**src/rtl/booth_seq.sv**
```systemverilog
// Operand sequencer for the booth multiplier core: accepts an operand pair,
// steps the core through WIDTH iterations and hands the product downstream.
module booth_seq #(
    parameter int WIDTH  = 4,
    parameter int CNT_W  = 3,
    parameter bit SIGNED = 1'b0
) (
    input  logic                 clk,
    input  logic                 reset,
    input  logic                 in_valid,
    output logic                 in_ready,
    input  logic [WIDTH-1:0]     a_in,
    input  logic [WIDTH-1:0]     b_in,
    output logic [2*WIDTH-1:0]   multiplicand,
    output logic [WIDTH-1:0]     multiplier,
    output logic [CNT_W-1:0]     count,
    output logic                 core_reset,
    input  logic [2*WIDTH-1:0]   result_out,
    output logic [2*WIDTH-1:0]   prod,
    output logic                 out_valid,
    input  logic                 out_ready,
    output logic                 busy
);

    typedef enum logic [1:0] {
        IDLE = 2'd0,
        LOAD = 2'd1,
        RUN  = 2'd2,
        DONE = 2'd3
    } state_t;

    localparam logic [CNT_W-1:0] CNT_ZERO = {CNT_W{1'b0}};
    localparam logic [CNT_W-1:0] CNT_ONE  = {{(CNT_W-1){1'b0}}, 1'b1};
    localparam logic [CNT_W-1:0] CNT_LAST = CNT_W'(WIDTH);

    state_t                state_r;
    logic                  in_ready_r;
    logic                  core_reset_r;
    logic                  busy_r;
    logic                  out_valid_r;
    logic [2*WIDTH-1:0]    multiplicand_r;
    logic [WIDTH-1:0]      multiplier_r;
    logic [CNT_W-1:0]      count_r;
    logic [2*WIDTH-1:0]    prod_r;
    logic [WIDTH-1:0]      ext_s;

    // Upper half of the multiplicand: sign copies or zeros.
    always_comb begin
        ext_s = {WIDTH{1'b0}};
        if (SIGNED) begin
            ext_s = {WIDTH{a_in[WIDTH-1]}};
        end else begin
            ext_s = {WIDTH{1'b0}};
        end
    end

    // Sequencer FSM; every output is a register updated alongside the state.
    always_ff @(posedge clk or negedge reset) begin
        if (!reset) begin
            state_r        <= IDLE;
            in_ready_r     <= 1'b0;
            core_reset_r   <= 1'b1;
            busy_r         <= 1'b0;
            out_valid_r    <= 1'b0;
            multiplicand_r <= {(2*WIDTH){1'b0}};
            multiplier_r   <= {WIDTH{1'b0}};
            count_r        <= CNT_ZERO;
            prod_r         <= {(2*WIDTH){1'b0}};
        end else begin
            case (state_r)
                IDLE: begin
                    in_ready_r   <= 1'b1;
                    core_reset_r <= 1'b0;
                    busy_r       <= 1'b0;
                    // in_ready_r is still low on the first edge after reset release
                    if (in_valid && in_ready_r) begin
                        multiplier_r   <= b_in;
                        multiplicand_r <= {ext_s, a_in};
                        count_r        <= CNT_ZERO;
                        in_ready_r     <= 1'b0;
                        core_reset_r   <= 1'b1;
                        busy_r         <= 1'b1;
                        state_r        <= LOAD;
                    end
                end
                LOAD: begin
                    core_reset_r <= 1'b0;
                    count_r      <= CNT_ONE;
                    state_r      <= RUN;
                end
                RUN: begin
                    if (count_r == CNT_LAST) begin
                        prod_r      <= result_out;
                        out_valid_r <= 1'b1;
                        state_r     <= DONE;
                    end else begin
                        count_r <= count_r + CNT_ONE;
                    end
                end
                DONE: begin
                    if (out_ready) begin
                        out_valid_r <= 1'b0;
                        in_ready_r  <= 1'b1;
                        busy_r      <= 1'b0;
                        state_r     <= IDLE;
                    end
                end
                default: begin
                    state_r      <= IDLE;
                    in_ready_r   <= 1'b0;
                    core_reset_r <= 1'b1;
                    busy_r       <= 1'b0;
                    out_valid_r  <= 1'b0;
                    count_r      <= CNT_ZERO;
                end
            endcase
        end
    end

    assign in_ready     = in_ready_r;
    assign core_reset   = core_reset_r;
    assign busy         = busy_r;
    assign out_valid    = out_valid_r;
    assign multiplicand = multiplicand_r;
    assign multiplier   = multiplier_r;
    assign count        = count_r;
    assign prod         = prod_r;

endmodule

```
**config.mk**
```make
export PLATFORM = sky130hd
export DESIGN_NAME = booth_seq
export DESIGN_NICKNAME = d
export VERILOG_FILES = /design/src/rtl/booth_seq.sv
export SDC_FILE = /design/constraint.sdc
export NUM_CORES = 1
export LEC_CHECK = 0
export BUFFER_PORTS_ARGS = -buffer_cell sky130_fd_sc_hd__buf_2
export CAP_MARGIN = 10
export CORE_MARGIN = 4
export CORE_UTILIZATION = 47
export CTS_CLUSTER_DIAMETER = 100
export DETAILED_ROUTE_END_ITERATION = 16
export HOLD_SLACK_MARGIN = 0.05
export PLACE_DENSITY = 0.82
export SLEW_MARGIN = 20
export SYNTH_ARGS = -nofsm -noshare
export SYNTH_HDL_FRONTEND = slang
export SYNTH_SLANG_ARGS = --single-unit
```
**constraint.sdc**
```tcl
create_clock -name clk -period 2.2 [get_ports clk]
set_input_delay 0 -clock clk [delete_from_list [all_inputs] [get_ports clk]]
set_output_delay 0 -clock clk [all_outputs]
set_load 0.03 [all_outputs]
```
**Yosys cells after proc, flatten, opt, wreduce, memory -nomap -nowiden**

Cells that the tools add are included.

- Latch bits: 0
- RAM bits: 0
- Input port bits: 20
- Bits in read-only memories: 0
- Flip-flop bits (word level): 25
- Memories kept: 0

- Bitwise operators: 0
- Add/sub/neg operators: 1
- Order comparisons: 0
- Muxes and demuxes: 16
- Eq/ne operators: 8
- Divide/modulo/power cells: 0
- Multiply operators: 0
- Shifts and indexed selects: 0
- Reduce and logical (&&, ||, !) cells: 12

Operators by type and width:

| kind | number |
|---|---|
| $pmux W3 S3 | 1 |
| $reduce_and A3 Y1 | 3 |
| $ne A2 B2 Y1 const B | 4 |
| $pmux W1 S2 | 4 |
| $pmux W2 S4 | 1 |
| $mux W2 | 3 |
| $mux W3 | 2 |
| $reduce_and A2 Y1 | 3 |
| $reduce_bool A2 Y1 | 3 |
| $mux W1 | 5 |
| $eq A2 B2 Y1 const B | 2 |
| $add A3 B1 Y3 const B | 1 |
| $eq A3 B3 Y1 const B | 1 |
| $reduce_bool A3 Y1 | 1 |
| $eq A2 B1 Y1 const B | 1 |
| $logic_not A2 Y1 | 1 |
| $logic_and A1 B1 Y1 | 1 |

**Longest topological paths before layout**

Gate-level depths: netlist of the first run.

- Word-level depth: 3
- Depth in mapped cells: 6
- Gate-level depth less buffers: 5

**Least setup slack after synthesis of the first run**

Ideal clock, no wire load.

- Path type: reg2reg
- From: reg count_r[0] (netlist: count[0])
- To: reg state_r[1]
- Arrival time: 1.499 ns
- Stages on the path, launching flop included: 6
- Path slack: 0.574 ns
- Clock period less this slack: 1.626 ns
- Buffers on the path: 0
- Data required time: 2.072 ns
- Cell sequence: dfrtp_1 > inv_1 > ha_1 > nand2_2 > a211oi_2 > mux2_1

- Longest elaborated chain between the ends: 3

Ends and longest elaborated chain:

| item | line | source |
|---|---|---|
| start: declaration | 43 | `logic [CNT_W-1:0] count_r;` |
| start signal: assignment | 97 | `count_r <= count_r + CNT_ONE;` |
| $eq A3 B3 Y1 | 92 | `if (count_r == CNT_LAST) begin` |
| $ne A2 B2 Y1 (no line) | n/a |  |
| $reduce_and A3 Y1 (no line) | n/a |  |
| end signal: assignment | 89 | `state_r <= RUN;` |
| end signal: assignment | 95 | `state_r <= DONE;` |
| end signal: assignment | 105 | `state_r <= IDLE;` |
| end: declaration | 36 | `state_t state_r;` |

No other way between the ends.
A chain may end at the register's enable or synchronous reset.

**Final worst setup path of the first run**

- From: reg state_r[0]
- To: reg multiplier_r[0] (netlist: multiplier[0])

- Longest elaborated chain between the ends: 2

Ends and longest elaborated chain:

| item | line | source |
|---|---|---|
| start signal: assignment | 60 | `state_r <= IDLE;` |
| start signal: assignment | 83 | `state_r <= LOAD;` |
| start signal: assignment | 89 |  |
| $logic_not A2 Y1 | 70 | `case (state_r)` |
| $reduce_and A2 Y1 (no line) | n/a |  |
| end signal: assignment | 66 | `multiplier_r <= {WIDTH{1'b0}};` |
| end signal: assignment | 77 | `multiplier_r <= b_in;` |
| end: declaration | 42 | `logic [WIDTH-1:0] multiplier_r;` |

No other way between the ends.

==> flow_metrics.py, run 1 <==
metrics = {
    "critical_path": {
        "crit_arrival_ns": 2.00,
        "startpoint_type": "flip-flop",
        "cp-end-kind": "flip-flop",
        "path_class": "reg2reg",
        "critPathMaxFanout": 11,
        "cp.required_ns": 2.40,
        "r2r_cells": 4,
    },
    "run": {
        "max_cap_violations": 0,
    },
    "detailed_routing": {
        "routed_wl_mm": 2.44,
        "viasPerCell": 4.83,
        "wl_per_cell_um": 13.3,
        "vias": 888,
        "drtAntennaViolNets": 0,
        "drcViolationCount": 0,
        "first_iter_violations": 11,
        "drt_pass1_iterations": 3,
    },
    "yosys": {
        "yosysMostFrequentCell": "dfrtp_1",
        "syn_area_per_cell_um2": 12.9,
        "synthFlopType": "dfrtp_1",
        "synthAdderAreaFrac_pct": 8.35,
        "synth_seq_cells": 25,
        "netlist.top_cell.by_area": "dfrtp_1",
        "synth_common_cells": "dfrtp_1 (24), mux2_2 (9), ha_1 (8), mux2_1 (8), inv_1 (6)",
        "synth_edf_count": 0,
        "postSynth.asyncResetShare_pct": 100,
        "syn_area_um2": 1200,
        "ys_types": 28,
        "synth.area.top_cells": "dfrtp_1 (50%), mux2_2 (8.5%), ha_1 (8.4%)",
        "synth_seq_area_share_pct": 52.3,
        "synthMuxAreaShare_pct": 18.5,
        "synth_compound_area_share_pct": 9.50,
        "synth_top_area_share_pct": 50.1,
        "ys_warn_count": 0,
        "synth_xor_area_share_pct": 0,
        "synthSimpleGateAreaFrac_pct": 5.85,
        "synth_top_family_by_area": "multiplexers",
        "syn-instance-count": 93,
    },
    "pwr": {
        "p_total_uw": 2260,
        "ir_drop_mv": 0.905,
        "power_density_nw_per_um2": 1390,
        "p_leak_uw": 0.000814,
    },
    "timing": {
        "fin_skew_ns": 0.0123,
        "finalWorstPathRequiredPeriod_ns": 1.80,
        "max_freq_mhz": 555,
        "finalSetupViolCount": 0,
        "tns_ns": 0,
        "relSlewSlack_pct": 63.6,
        "rsz0062_at_grt": "no",
        "worst_pin_slew_ns": 0.546,
        "slew_viol_final": 0,
        "min_period_over_period_pct": 81.9,
        "hold_viol": 0,
        "layout_setup_ws_ns": 0.398,
    },
    "clock_tree": {
        "cts_buffers": 3,
        "clkLatencyLatePin_ns": 0.31,
        "htreeDepth": 1,
        "clock_path_buffers": 2,
        "cts_num_sinks": 25,
        "cts_resized": 0,
        "root_buffer": "clkbuf_4",
        "cts_tree": "done",
        "path_clk_slew_ns": 0.14,
    },
    "die": {
        "coreArea_um2": 2450,
        "rows": 18,
        "die_h_um": 58.5,
        "die-area_um2": 3420,
        "io_pins": 47,
        "initial_core_util_pct": 48.8,
        "die_x_um": 58.5,
    },
    "placed_design": {
        "pre_cts_ws_ns": 0.413,
        "gp_congestion": 0.860,
        "io_buffers": 42,
        "place_area_um2": 1420,
        "dp_hpwl_mm": 1.77,
    },
    "finish": {
        "areaGrowthSynthToFinish_pct": 35.6,
        "n_fill_cell": 192,
        "drive_gt1_share_pct": 39.6,
        "final_area_um2": 1630,
        "n_antenna_cell": 0,
        "fin_nets": 183,
    },
    "outcome": {
        "outcome": "finished clean",
    },
    "global_routing": {
        "grt_max_degree": 26,
        "overflow": 0,
        "antenna_found_initial": 0,
        "grt_pass1_vias": 941,
        "track_usage_pct": 15.2,
        "grt_pass1_wl_mm": 4.06,
    },
    "hold_path": {
        "hold_path.class": "in2async",
    },
}
==> through the flow <==
step,utilization [%],cells,hold slack (ns)
2_1_floorplan,-,96,-0.296
3_3_place_gp,57.7,162,0.0163
3_5_place_dp,57.7,162,0.0206
4_1_cts,66.2,184,0.175
5_1_grt,66.2,184,0.206
6_report,66.2,184,0.181
==> registers in the layout, summed over array words and instances (netlist names) <==
signal,flops
prod,8
in_ready,1
busy,1
multiplier,4
state_r,2
out_valid,1
core_reset,1
count,3
multiplicand,4
==> layout by cell type, fill, tap and decap left out, types with 2 or more instances in the layout <==
master	n
nor2b_1	2
buf_2	42
conb_1	4
inv_1	6
dfrtp_1	24
nand2b_1	2
nand2_1	3
o21ai_0	4
mux2i_1	3
dlygate4sd3_1	18
mux2_2	9
ha_1	8
mux2_1	8
clkbuf_4	3
a21oi_1	3
==> cell families after synthesis <==
group                      after synthesis
other                                    1
AOI/OAI and AO/OA                       15
DFF                                     25
muxes                                   20
adders and majority gates                8
and+or+nand+nor                         12
buffers and inverters                   12
==> where the power goes <==
group | total (uW) | internal [uW] | switching (uW) | leakage, uW
clock | 200 | 67.9 | 132 | 0.0000177
combinational | 1250 | 471 | 775 | 0.000497
sequential | 818 | 678 | 140 | 0.000299
total | 2260 | 1220 | 1050 | 0.000814
==> worst max-delay path, stage by stage (launching register included) <==
cell,delay (ns)
dfrtp_1,0.46
inv_1,0.13
ha_1,0.25
nand3_1,0.38
mux2_1,0.46
==> layout make-up <==
| type | instances | area [um^2] | area share, % |
|---|---|---|---|
| clock inverters | 1 | 5.00 | 0.308 |
| multi-input cells | 59 | 520 | 32.0 |
| clock buffers | 3 | 22.5 | 1.39 |
| repair buffers | 60 | 390 | 24.0 |
| well taps | 30 | 37.5 | 2.31 |
| flip-flops and latches | 25 | 627 | 38.6 |
| inverters | 6 | 22.5 | 1.39 |
==> final timing paths <==
path,start,end,slack [ns]
setup / recovery,state_r[0],multiplier[0],0.40
min in group clk,in_valid,count[2],0.19
setup reg to reg,state_r[0],multiplier[0],0.40
hold reg to reg,core_reset,core_reset,0.50
hold / removal,reset,count[2],0.18
max in group asynchronous,reset,core_reset,1.64
==> what timing repair did <==
item	4_1_cts	5_1_grt
setup buffers	0	0
hold endpoints to repair	44	0
hold buffers	18	0
==> metal layers <==
layer / up-vias / global-route usage, % / share of wire, %
li1: 435 / - / -
met1: 418 / 18.3 / 43
met2: 29 / 27.4 / 50
met3: 6 / 2.85 / 5.6
met4: 0 / 4.64 / 1.6
met5: - / 0 / 0
No activity file was read; power rests on OpenSTA's default activity.
==> run 2: changes to the inputs <==
CORE_UTILIZATION = 43   (was 47)
PLACE_DENSITY = 0.79   (was 0.82)
clock period = 1.58 ns   (was 2.2 ns; I/O delays follow)
==> flow_metrics.py, run 2 (synthesized netlist as in run 1, its figures left out) <==
metrics = {
    "hold_path": {
        "hold_path.class": "in2reg",
        "min-delay-start": "in_valid",
    },
    "timing": {
        "slew_viol_final": 0,
        "fin_skew_ns": 0.0100,
        "hold_viol": 0,
        "finalWorstPathRequiredPeriod_ns": 1.59,
        "finalSetupViolCount": 1,
        "min_period_over_period_pct": 100,
        "relSlewSlack_pct": 63.3,
        "layout_setup_ws_ns": -0.00523,
        "max_freq_mhz": 631,
        "worst_pin_slew_ns": 0.551,
    },
    "detailed_routing": {
        "drtAntennaViolNets": 0,
        "first_iter_violations": 27,
        "wl_per_cell_um": 14.9,
        "routed_wl_mm": 2.89,
        "vias": 959,
        "drcViolationCount": 0,
        "drt_pass1_iterations": 4,
        "viasPerCell": 4.94,
    },
    "run": {
        "max_cap_violations": 0,
    },
    "critical_path": {
        "crit_top_cell": "buf_4",
        "cp.required_ns": 1.79,
        "path_buf_inv": 3,
        "cp-end-kind": "flip-flop",
        "crit_chain": "inv_1, ha_4, buf_4, nand3_1, buf_4, mux2_1",
        "critPathMaxFanout": 11,
        "crit_start": "state_r[1]",
        "r2r-start": "state_r[1]",
        "startpoint_type": "flip-flop",
        "critPathTopFamily": "buffers and inverters",
        "crit_slowest_cell": "dfrtp_1",
        "path_class": "reg2reg",
        "crit_arrival_ns": 1.79,
        "slowest_delay_ns": 0.42,
    },
    "outcome": {
        "failed_checks": "setup timing",
        "outcome": "finished, violations left",
    },
    "clock_tree": {
        "htreeDepth": 1,
        "clkLatencyLatePin_ns": 0.32,
        "cts_num_sinks": 25,
        "clock_path_buffers": 2,
        "cts_tree": "done",
        "path_clk_slew_ns": 0.15,
        "cts_buffers": 3,
        "root_buffer": "clkbuf_4",
    },
    "die": {
        "die-area_um2": 3700,
        "die_h_um": 60.8,
        "rows": 18,
        "initial_core_util_pct": 46.7,
        "coreArea_um2": 2570,
        "die_x_um": 60.8,
        "io_pins": 47,
    },
    "finish": {
        "n_antenna_cell": 0,
        "drive_gt1_share_pct": 48.2,
        "stdcell_count": 194,
        "final_common_cell": "buf_2",
        "final_area_um2": 1760,
        "areaGrowthSynthToFinish_pct": 46.6,
        "largest_reg_flops": 8,
        "fin_nets": 193,
        "layout_common_cells": "buf_2 (42), dfrtp_1 (22), dlygate4sd3_1 (18), mux2_2 (9), buf_4 (9)",
    },
    "global_routing": {
        "grt_pass1_vias": 1052,
        "antenna_found_initial": 0,
        "use_met2_pct": 31.6,
        "grt_pass1_wl_mm": 4.51,
        "grt_util_met1_pct": 17.5,
        "grt_max_degree": 26,
        "track_usage_pct": 16.1,
        "busiest_layer": "met2",
        "overflow": 0,
        "use_met3_pct": 3.62,
    },
    "placed_design": {
        "io_buffers": 42,
        "dp_hpwl_mm": 1.89,
        "place_area_um2": 1470,
        "placed_cells_incl_taps": 168,
        "gp_congestion": 0.865,
    },
    "pwr": {
        "p_seq_share_pct": 31.8,
        "p_leak_uw": 0.000858,
        "ir_drop_mv": 1.29,
        "p_int_uw": 1940,
        "combPwrFrac_pct": 59.8,
        "p_clk_share_pct": 8.4,
        "switchingPower_uw": 1610,
        "power_density_nw_per_um2": 2020,
        "swShare_pct": 45.3,
    },
}
-- run 2: final timing paths --
path                                 end  slack (ns)  cells after the start
max in group asynchronous       count[1]        1.00                      2
setup reg to reg           multiplier[3]      -0.005                      6
min in group asynchronous       count[2]        0.18                      2
hold / removal                core_reset        0.15                      4
setup / recovery           multiplier[3]      -0.005                      6
hold reg to reg               core_reset        0.50                      2
-- run 2: final cells by class --
class	instances	area, um^2
clock buffer	3	22.5
clock inverter	1	7.51
fill	191	811
inverter	6	22.5
multi-input combinational	59	568
sequential	25	629
tap	30	37.5
timing repair buffer	70	469
-- run 2: repair_timing --
item / 4_1_cts / 5_1_grt
buffers inserted: 2 / 2
pin swaps: 1 / 2
gates resized for setup: 3 / 7
hold buffers: 18 / 0
setup endpoints to repair: 1 / 21
hold endpoints to repair: 44 / 0
-- run 2: per-stage QoR --
| step | hold slack, ns | util, % | setup TNS (ns) | total power (uW) | setup slack (ns) |
|---|---|---|---|---|---|
| CTS | 0.108 | 66.3 | 0 | 3380 | 0.000722 |
| global route | 0.150 | 68.4 | -0.0717 | 3770 | -0.0183 |
| global placement | 0.0128 | 57.2 | 0 | 2910 | 0.0666 |
| detailed placement | 0.0224 | 57.2 | -0.0137 | 2980 | -0.0137 |
| floorplan | -0.296 | - | 0 | 2400 | 0.000190 |
| finish | 0.147 | 68.4 | -0.00523 | 3550 | -0.00523 |
-- run 2: worst min-delay path: cells and delay by family --
kind,cells,cell delay [ns]
compound gates,1,0.09
buf+inv,2,0.31
simple gates,1,0.08
-- run 2: power groups by stage --
stage | clock network, uW | registers (uW) | logic (uW)
2_1_floorplan | 0 | 1670 | 722
3_3_place_gp | 0 | 1110 | 1790
3_5_place_dp | 0 | 1130 | 1850
4_1_cts | 310 | 1110 | 1960
5_1_grt | 324 | 1170 | 2280
6_report | 297 | 1130 | 2120
-- run 2: layer usage --
metal / part of all wire (%) / vias up
met5: 0 / -
met4: 1.9 / 0
met3: 4.7 / 8
met2: 55 / 41
met1: 39 / 457
li1: - / 453
==> run 3: changes to the inputs <==
REMOVE_ABC_BUFFERS = 1   (was unset)
==> flow_metrics.py, run 3 (synthesized netlist as in run 1, its figures left out) <==
metrics = {
    "outcome": {
        "outcome": "finished, violations left",
        "failed_checks": "setup timing",
    },
    "global_routing": {
        "use_met3_pct": 3.19,
        "grt_max_degree": 26,
        "track_usage_pct": 15.9,
        "grt_util_met1_pct": 18.9,
        "antenna_found_initial": 0,
        "grt_pass1_wl_mm": 4.41,
        "grt_pass1_vias": 1013,
        "use_met2_pct": 28.2,
        "overflow": 0,
        "busiest_layer": "met2",
    },
    "finish": {
        "final_util_pct": 68.9,
        "layout_common_cells": "buf_2 (42), dfrtp_1 (24), dlygate4sd3_1 (18), mux2_2 (9), buf_4 (9)",
        "largest_reg_flops": 8,
        "final_common_cell": "buf_2",
        "areaGrowthSynthToFinish_pct": 47.5,
        "n_fill_cell": 183,
        "final_area_um2": 1770,
        "n_antenna_cell": 0,
        "drive_gt1_share_pct": 49.4,
        "fin_nets": 193,
    },
    "detailed_routing": {
        "viasPerCell": 4.90,
        "drcViolationCount": 0,
        "first_iter_violations": 16,
        "drtAntennaViolNets": 0,
        "routed_wl_mm": 2.79,
        "vias": 950,
        "wl_per_cell_um": 14.4,
        "drt_pass1_iterations": 4,
    },
    "timing": {
        "slew_viol_final": 0,
        "finalWorstPathRequiredPeriod_ns": 1.59,
        "max_freq_mhz": 628,
        "relSlewSlack_pct": 63.9,
        "hold_viol": 0,
        "fin_skew_ns": 0.00507,
        "worst_pin_slew_ns": 0.541,
        "finalSetupViolCount": 1,
        "layout_setup_ws_ns": -0.0122,
        "min_period_over_period_pct": 101,
        "tns_ns": -0.0122,
    },
    "clock_tree": {
        "cts_tree": "done",
        "cts_buffers": 3,
        "path_clk_slew_ns": 0.14,
        "cts_num_sinks": 25,
        "clock_path_buffers": 2,
        "clkLatencyLatePin_ns": 0.32,
        "htreeDepth": 1,
        "root_buffer": "clkbuf_4",
    },
    "run": {
        "max_cap_violations": 0,
    },
    "die": {
        "die_h_um": 60.8,
        "coreArea_um2": 2570,
        "io_pins": 47,
        "rows": 18,
        "initial_core_util_pct": 46.7,
        "die-area_um2": 3700,
        "die_x_um": 60.8,
    },
    "critical_path": {
        "cp-end-kind": "flip-flop",
        "cp.required_ns": 1.80,
        "critPathTopFamily": "flip-flops",
        "startpoint_type": "flip-flop",
        "crit_chain": "buf_4, ha_2, nor2b_4, a211oi_2, mux2_4",
        "path_class": "reg2reg",
        "slowest_delay_ns": 0.44,
        "crit_slowest_cell": "dfrtp_1",
        "critPathMaxFanout": 4,
        "path_buf_inv": 1,
        "crit_arrival_ns": 1.82,
    },
    "hold_path": {
        "hold_path.class": "in2reg",
    },
    "pwr": {
        "ir_drop_mv": 1.19,
        "p_total_uw": 3560,
        "p_leak_uw": 0.000865,
        "power_density_nw_per_um2": 2010,
    },
    "placed_design": {
        "pre_cts_ws_ns": -0.0722,
        "dp_hpwl_mm": 2.04,
        "gp_congestion": 0.871,
        "place_area_um2": 1460,
        "io_buffers": 42,
    },
}
run 3: cell types whose count changed in the layout (fill, tap and decap cells not counted), sizes merged:
cell and delta:
clkbuf +1, clkinvlp -1
run 3: per-layer routing:
| metal | part of all wire (%) | up-vias | wire length, um |
|---|---|---|---|
| li1 | - | 455 | - |
| met1 | 41 | 458 | 1140 |
| met2 | 53 | 31 | 1480 |
| met3 | 5.0 | 6 | 141 |
| met4 | 1.1 | 0 | 32 |
| met5 | 0 | - | 0 |
run 3: where the power goes:
| part | internal, uW | total, uW | switching (uW) |
|---|---|---|---|
| sequential | 943 | 1140 | 193 |
| combinational | 908 | 2130 | 1220 |
| clock | 98.9 | 291 | 192 |
run 3: path summary, 6_finish.rpt:
| check | startpoint | to | slack, ns | cells after the start |
|---|---|---|---|---|
| min | in_valid | core_reset | 0.10 | 4 |
| min reg2reg | core_reset | core_reset | 0.51 | 2 |
| max in group asynchronous | reset | core_reset | 1.04 | 2 |
| min in group asynchronous | reset | in_ready | 0.17 | 2 |
| max | state_r[1] | state_r[1] | -0.01 | 5 |
| max reg2reg | state_r[1] | state_r[1] | -0.01 | 5 |
run 3: per-stage QoR:
step	cells	hold WS, ns
CTS	191	0.121
floorplan	90	-0.296
detailed placement	167	0.0207
finish	194	0.102
global route	194	0.124
global placement	167	0.00930
run 3: what timing repair did:
action                                  CTS  global route
gates cloned                              0             1
setup buffers                             2             2
endpoints found under the setup margin   19            22
hold buffers                             18             0
endpoints found under the hold margin    43             0
pin swaps                                 1             2
resized for setup                         3            15
run 3: layout make-up:
cell class	count	area [um^2]	area share, %
clock buffer	4	26.3	1.49
timing repair buffer	70	469	26.5
multi-input combinational	59	586	33.1
tap	30	37.5	2.12
inverter	6	22.5	1.27
sequential	25	627	35.5
run 3: worst register-to-register path: cells and delay by family (launching register included):
| kind | cells | cell delay, ns |
|---|---|---|
| AO/OA/AOI/OAI | 1 | 0.25 |
| adder cells (fa/ha/maj) | 1 | 0.17 |
| multiplexers | 1 | 0.34 |
| AND/OR/NAND/NOR | 1 | 0.13 |
| flip-flops | 1 | 0.44 |
| buffers and inverters | 1 | 0.15 |
